## config.mk

```make
export PLATFORM = sky130hd
export DESIGN_NAME = f16_fmac_accum_seq
export DESIGN_NICKNAME = d
export VERILOG_FILES = /design/src/rtl/f16_fmac_pkg.sv /design/src/rtl/f16_fmac_accum_seq.sv
export SDC_FILE = /design/constraint.sdc
export NUM_CORES = 1
export LEC_CHECK = 0
export CORE_MARGIN = 2
export CORE_UTILIZATION = 25
export CTS_CLUSTER_DIAMETER = 40
export CTS_CLUSTER_SIZE = 16
export DETAILED_ROUTE_END_ITERATION = 16
export PLACE_DENSITY_LB_ADDON = 0.12
export SYNTH_ARGS = -nofsm -noshare
export SYNTH_HDL_FRONTEND = slang
export SYNTH_SLANG_ARGS = --single-unit
```

## constraint.sdc

```tcl
create_clock -name clk -period 2.69 [get_ports clk]
set_clock_uncertainty 0.05 [all_clocks]
set_input_delay 0.538 -clock clk [delete_from_list [all_inputs] [get_ports clk]]
set_output_delay 0.538 -clock clk [all_outputs]
set_load 0.01 [all_outputs]
```

## src/rtl/f16_fmac_pkg.sv

```systemverilog
// Shared definitions for the FP16 FMAC accumulation sequencer.
//   state_e      : sequencer FSM encoding (IDLE, LOAD, MAC, DONE)
//   F16_ONE      : FP16 constant 1.0
//   F16_SAT      : positive saturated value produced by the core
//   F16_EXP_MAX  : all-ones exponent field, marks a saturated core result
package f16_fmac_pkg;

   typedef enum logic [1:0] {
      StIdle = 2'd0,
      StLoad = 2'd1,
      StMac  = 2'd2,
      StDone = 2'd3
   } state_e;

   localparam logic [15:0] F16_ONE     = 16'h3C00;
   localparam logic [15:0] F16_SAT     = 16'h7FFF;
   localparam logic [4:0]  F16_EXP_MAX = 5'h1F;

endpackage

```

## src/rtl/f16_fmac_accum_seq.sv

```systemverilog
// Sequencer feeding an external combinational FP16 FMAC core. It streams (x,y) pairs
// into the core, feeds the core result back as z, and computes
//   acc = init + sum(x_i * y_i) over len pairs.
// Ports:
//   clk, rst_n            clock, asynchronous active-low reset
//   start, len, init      begin a run (sampled only when idle), pair count, initial acc
//   in_valid/in_ready     operand pair handshake, operands in_x / in_y
//   core_x/y/z            registered operands to the core, core_result back from it
//   out_valid/out_ready   result handshake, result out_acc, sticky saturation flag out_ovf
//   busy, count           run in progress, pairs accumulated so far
module f16_fmac_accum_seq
   import f16_fmac_pkg::*;
#(
   parameter int unsigned LEN_W = 8
) (
   input  logic             clk,
   input  logic             rst_n,
   input  logic             start,
   input  logic [LEN_W-1:0] len,
   input  logic [15:0]      init,
   input  logic             in_valid,
   output logic             in_ready,
   input  logic [15:0]      in_x,
   input  logic [15:0]      in_y,
   output logic [15:0]      core_x,
   output logic [15:0]      core_y,
   output logic [15:0]      core_z,
   input  logic [15:0]      core_result,
   output logic             out_valid,
   input  logic             out_ready,
   output logic [15:0]      out_acc,
   output logic             out_ovf,
   output logic             busy,
   output logic [LEN_W-1:0] count
);

   state_e           state_q, state_d;
   logic [15:0]      acc_q, acc_d;
   logic [15:0]      x_q, x_d;
   logic [15:0]      y_q, y_d;
   logic [LEN_W-1:0] len_q, len_d;
   logic [LEN_W-1:0] count_q, count_d;
   logic [LEN_W-1:0] count_inc;
   logic             ovf_q, ovf_d;

   assign count_inc = count_q + LEN_W'(1);

   always_comb begin
      state_d = state_q;
      acc_d   = acc_q;
      x_d     = x_q;
      y_d     = y_q;
      len_d   = len_q;
      count_d = count_q;
      ovf_d   = ovf_q;
      unique case (state_q)
         StIdle: begin
            if (start) begin
               acc_d   = init;
               len_d   = len;
               count_d = '0;
               ovf_d   = 1'b0;
               state_d = (len == '0) ? StDone : StLoad;
            end
         end
         StLoad: begin
            if (in_valid) begin
               x_d     = in_x;
               y_d     = in_y;
               state_d = StMac;
            end
         end
         StMac: begin
            // Core output reflects the operands registered in LOAD.
            acc_d   = core_result;
            count_d = count_inc;
            ovf_d   = ovf_q | (core_result[14:10] == F16_EXP_MAX);
            state_d = (count_inc == len_q) ? StDone : StLoad;
         end
         StDone: begin
            // A start arriving together with out_ready is dropped: we only return to idle.
            if (out_ready) begin
               state_d = StIdle;
            end
         end
         default: state_d = StIdle;
      endcase
   end

   always_ff @(posedge clk or negedge rst_n) begin
      if (!rst_n) begin
         state_q <= StIdle;
         acc_q   <= '0;
         x_q     <= '0;
         y_q     <= '0;
         len_q   <= '0;
         count_q <= '0;
         ovf_q   <= 1'b0;
      end else begin
         state_q <= state_d;
         acc_q   <= acc_d;
         x_q     <= x_d;
         y_q     <= y_d;
         len_q   <= len_d;
         count_q <= count_d;
         ovf_q   <= ovf_d;
      end
   end

   assign in_ready  = (state_q == StLoad);
   assign out_valid = (state_q == StDone);
   assign busy      = (state_q != StIdle);
   assign core_x    = x_q;
   assign core_y    = y_q;
   assign core_z    = acc_q;
   assign out_acc   = acc_q;
   assign out_ovf   = ovf_q;
   assign count     = count_q;

endmodule

```

==> metrics.txt, run 1 <==
final setup fails 0; filler cell count 1197; Compound-Gate Fraction of Synth Area 6.68%; Syn Std Cell Area 0.00305 mm²; clock latency on the worst-skew pair 0.32 ns; Slew @ Worst Pin 0.624 ns; relative slew slack 58.4%; CTS tree yes; vias in the first global route 2566; RSZ-0062 raised after global routing false; vias per inst 4.51; die width 115 µm; max-slew violation count 0; input/output buffers 152; Cell Rows 40; Initial Util 25.5%; area delta synth->final 61.4%; Crit. End Element output pin; Core ar. 0.0120 mm²; sequential area share after synthesis 54.9%; CP required 2.10 ns; total power 5.65 mW; Post-Route WL 8640 µm; post-synthesis simple-gate area fraction 15.2%; layout cell share with drive strength beyond 1 14.5%; die height 115 µm; setup_tns 0 ns; mean cell area of the mapped netlist 10.6 µm²; total CTS buffers 9; Ys Warns 0; Sequential Area 0.00168 mm²; io pins 153; most used flip-flop cell after synthesis dfrtp_1; Tcrit/Tclk final 86.8%; XOR/XNOR Fraction of Synth Area 4.01%; Lkg Pwr 2.05 nW; Synth Register Bits 67; Max Cap Viol 0; initial antenna violation count 0; number of synthesized flops with an enable pin 0; clk slew on worst S/H paths 0.06 ns; most area-consuming cells after synthesis dfrtp_1, mux2_2, nand2_1, buf_4, xnor2_1; worst hold slack 0.174 ns; leading area contributor after synthesis dfrtp_1; Nets 508; Bufs on Longest Clock Path 2; Sw Pwr 1.86 mW; CTS Hold Buffers Added 0; Power Density 1150 mW/mm²; Internal 3.79 mW; max frequency 428 MHz; crit path time final 2.33 ns; wire per inst 14.9 µm; FFs w/ async S/R, synth 100%; Sw Share 33.0%; main combinational cell family by area after synthesis simple AND/OR/NAND/NOR gates; Hold Fails Final Rpt 0; Die ar. 0.0131 mm²; initial drt markers 111; post-DP HPWL 6270 µm; synth cell count leaders dfrtp_1, nand2_1, mux2_2, nor2_1, buf_4; CP arrival 1.75 ns; Combinational Power Share 46.8%; most numerous cell in the Yosys netlist dfrtp_1; CP Launch Type register; largest net degree at the start of global routing 44; CTS Root Cell clkbuf_16; Vias 2622; Post-CTS Resized 0; clock power share 20.6%; Final WS setup 0.356 ns; drt drc 0; Final Util 41.2%; first-pass GRT wire length 13700 µm; Crit Path Class register to output pin; Synth cell types 32; CTS Sinks 67; sequential fraction of design power 32.6%; DRT Pass-1 Iters 4; top cell type's share of synthesized area 54.9%; Post-DRT Antenna Nets 0; post-CTS setup buffer count 0; Syn Nets 367; area of the multi-input gates 0.00118 mm²; min-delay worst type input port to async pin; GRT Total Usage 13.5%; H-tree level count 3; run status complete, no violations; Syn Inst Count 289; mux contribution to synthesized area 12.2%; Max VDD drop 0.343 mV; Setup WS pre-CTS 0.648 ns; routability cong. 0.764; Synth Area in Adders 0.410%; number of diodes 0; Crit Path Max Fanout 9; grt ovf 0
-- metrics by stage --
step | instances | area, µm²
global placement | 566 | 4630
detailed placement | 566 | 4630
global route | 582 | 4930
finish | 582 | 4930
CTS | 582 | 4930
floorplan | 289 | 3050
-- power groups by stage --
stage                     Clock (mW)  Sequential (mW)  Combinational (mW)
after floorplan                    0             1.96                1.25
after global placement             0             1.85                2.67
after detailed placement           0             1.86                2.68
after CTS                       1.22             1.85                2.69
after global routing            1.26             1.91                2.87
final                           1.17             1.84                2.64
-- routing by layer --
layer | wire, µm | up-vias | global-route usage (%)
li1 | - | 1248 | -
met1 | 4010 | 1263 | 18.2
met2 | 3960 | 97 | 20.3
met3 | 491 | 14 | 3.76
met4 | 189 | 0 | 5.85
met5 | 0 | - | 0
-- logic make-up after synthesis --
group           Yosys count
simple gates            108
flops                    67
compound gates           34
mux                      33
buf+inv                  32
xor+xnor                 14
fa+ha+maj                 1
-- sequential cells by signal, summed over array words and instances (netlist names) --
signal   cells
core_x      16
core_y      16
core_z      16
count        8
len_q        8
state_q      2
out_ovf      1
-- placed cells by master, fill, tap and decap left out, types with 3 or more instances in the layout --
| cell type | n |
|---|---|
| xnor2_1 | 10 |
| a31oi_1 | 12 |
| mux2_2 | 33 |
| o21ai_0 | 10 |
| clkbuf_16 | 9 |
| nand3_1 | 5 |
| nand2_1 | 65 |
| xor2_1 | 4 |
| nor2_1 | 22 |
| o22ai_1 | 6 |
| dfrtp_1 | 67 |
| clkdlybuf4s50_1 | 151 |
| clkinv_2 | 3 |
| nor3_1 | 3 |
| buf_4 | 6 |
| a21oi_1 | 5 |
-- area by class of cell --
| class | instances | share of cell area (%) |
|---|---|---|
| Sequential cell | 67 | 34.0 |
| Multi-Input combinational cell | 190 | 23.9 |
| Clock inverter | 5 | 1.07 |
| Inverter | 3 | 0.228 |
| Tap cell | 147 | 3.73 |
| Timing Repair Buffer | 159 | 32.1 |
| Clock buffer | 11 | 4.93 |
-- worst max-delay path: stages, from the launching register on --
cell             delay, ns
dfrtp_1               0.58
inv_2                 0.14
nor2_2                0.12
clkdlybuf4s50_1       0.58
-- path summary, 6_finish.rpt --
path                                  from  cells past startpoint  slack [ns]         end
worst min-delay path                 rst_n                      1        0.17   core_y[4]
max in group asynchronous            rst_n                      2        1.76    len_q[0]
min in group clk                   out_ovf                      2        0.43     out_ovf
worst max-delay path            state_q[0]                      3        0.36    in_ready
worst max register to register    count[0]                      6        0.80  state_q[1]
worst min register to register     out_ovf                      2        0.43     out_ovf
Power figures use the tool's default switching activity.
==> inputs of run 2 (changes only) <==
- CORE_UTILIZATION: 25 -> 43
==> run 2 against run 1 <==
  * Worst setup slack better by 0.064 ns
  * Non-clock buffer count is 1 lower
  * Combinational power hardly changed
  * Design area is 1.5% lower
  * Worst hold slack worse by 0.036 ns
  * Fmax is 2.8% higher
  * Sequential power hardly changed
  * Largest cell class unchanged
==> metrics.txt, run 2 (same netlist as run 1, synthesis figures left out) <==
Crit. End Element output pin; DRT Pass-1 Iters 4 (unchanged); Crit Path Class register to output pin; met2 wire length 3870 µm (-2.1%); Max Cap Viol 0 (unchanged); Final WS setup 0.420 ns (+0.0638 ns); Slew @ Worst Pin 0.451 ns (-0.172 ns); worst hold slack 0.138 ns (-0.0359 ns); non-filler cells, final 530 (-8.9%); Post-DRT Antenna Nets 0 (unchanged); Hold Fails Final Rpt 0 (unchanged); Cell Rows 30 (-25%); clk slew on worst S/H paths 0.08 ns (+0.02 ns); Initial Util 44.7% (+19 points); final setup fails 0 (unchanged); Crit Path Max Fanout 9 (unchanged); area of the multi-input gates 0.00117 mm² (-0.53%); area delta synth->final 58.9%; setup_tns 0 ns (unchanged); CP Launch Type register; relative slew slack 69.8% (+11 points); number of diodes 0 (unchanged); total CTS buffers 9 (unchanged); CTS tree yes; Combinational Power Share 46.2% (-0.6 points); GRT Total Usage 20.2% (+6.7 points); Sw Share 31.9% (-1.1 points); max-slew violation count 0 (unchanged); Top Metal Used met4; grt ovf 0 (unchanged); cell area after placement 0.00456 mm² (-1.7%); Setup WS pre-CTS 0.690 ns (+0.0419 ns); met1 WL 3540 µm (-12%); Max VDD drop 0.535 mV (+56%); die height 88.3 µm (-23%); routability cong. 0.784 (+2.7%); initial drt markers 76 (-32%); Power Density 1170 mW/mm² (+2.3%); post-CTS setup buffer count 0 (unchanged); Lkg Pwr 2.05 nW (-0.27%); Core ar. 0.00683 mm² (-43%); min-delay worst type input port to async pin; Tcrit/Tclk final 84.4% (-2.4 points); filler cell count 551 (-54%); layout cell share with drive strength beyond 1 14.5% (+0.033 points); post-DP HPWL 5710 µm (-9.0%); Bufs on Longest Clock Path 2 (unchanged); Final Util 71.0% (+30 points); first-pass GRT wire length 12100 µm (-12%); CP required 2.10 ns (about the same); vias per inst 4.90 (+8.7%); total power 5.69 mW (+0.67%); Die ar. 0.00779 mm² (-41%); wire length on met3 487 µm (-0.81%); Sw Pwr 1.81 mW (-2.5%); clock latency on the worst-skew pair 0.34 ns (+0.02 ns); Post-CTS Resized 0 (unchanged); wire per inst 15.1 µm (+2.0%); initial antenna violation count 0 (unchanged); Sequential Area 0.00168 mm² (unchanged); most frequent cells in the layout clkdlybuf4s50_1, dfrtp_1, nand2_1; Cells after DPL 514 (-9.2%); CTS Sinks 67 (unchanged); CTS Hold Buffers Added 0 (unchanged); most common library cell in the layout ignoring fill and taps clkdlybuf4s50_1; sequential fraction of design power 32.1% (-0.5 points); vias in the first global route 2505 (-2.4%); CTS Root Cell clkbuf_8; Nets 507 (-0.20%); H-tree level count 3 (unchanged); CP arrival 1.68 ns (-0.07 ns); clock power share 21.7% (+1.1 points); Post-Route WL 8030 µm (-7.1%); die width 88.3 µm (-23%); input/output buffers 152 (unchanged); Internal 3.87 mW (+2.2%); run status complete, no violations; max frequency 441 MHz (+2.8%); drt drc 0 (unchanged); post-route cell area 0.00485 mm² (-1.5%); crit path time final 2.27 ns (-0.0638 ns); largest net degree at the start of global routing 68 (+55%); Vias 2596 (-0.99%); io pins 153 (unchanged); RSZ-0062 raised after global routing false
run 2: cell types whose count changed in the layout (fill, tap and decap cells not counted), moves of 3 or more:
cell	before	now
clkbuf_8	1	10
clkinv_2	3	0
clkbuf_16	9	0
bufinv_16	1	5
run 2: routing by layer:
metal,track usage [%],vias to the layer above
met5,0,-
met4,8.54,0
met3,3.82,12
met2,32.2,107
met1,27.1,1236
li1,-,1241
run 2: final timing paths:
path	slack, ns	start	cells after the start	to
max in group asynchronous	2.12	rst_n	2	len_q[2]
setup reg to reg	0.76	count[0]	6	state_q[1]
setup / recovery	0.42	state_q[0]	3	in_ready
hold / removal	0.14	rst_n	2	core_x[0]
hold reg to reg	0.45	len_q[3]	2	len_q[3]
min in group clk	0.45	len_q[3]	2	len_q[3]
run 2: power by group through the flow:
stage	registers, mW	logic [mW]	clock network, mW
2_1_floorplan	1.96	1.25	0
3_3_place_gp	1.83	2.60	0
3_5_place_dp	1.85	2.65	0
4_1_cts	1.83	2.66	1.25
5_1_grt	1.89	2.85	1.29
6_report	1.83	2.63	1.23
run 2: final cells by class:
cell class                 count  share of cell area [%]
clock buffer                  10                    2.84
timing repair buffer         158                    32.4
sequential                    67                    34.6
clock inverter                 6                    3.27
multi-input combinational    190                    24.2
tap                           96                    2.48
inverter                       3                   0.232
run 2: worst max-delay path: stages (launching register included):
cell             delay (ns)
dfrtp_1                0.54
inv_2                  0.12
nor2_2                 0.11
clkdlybuf4s50_1        0.57
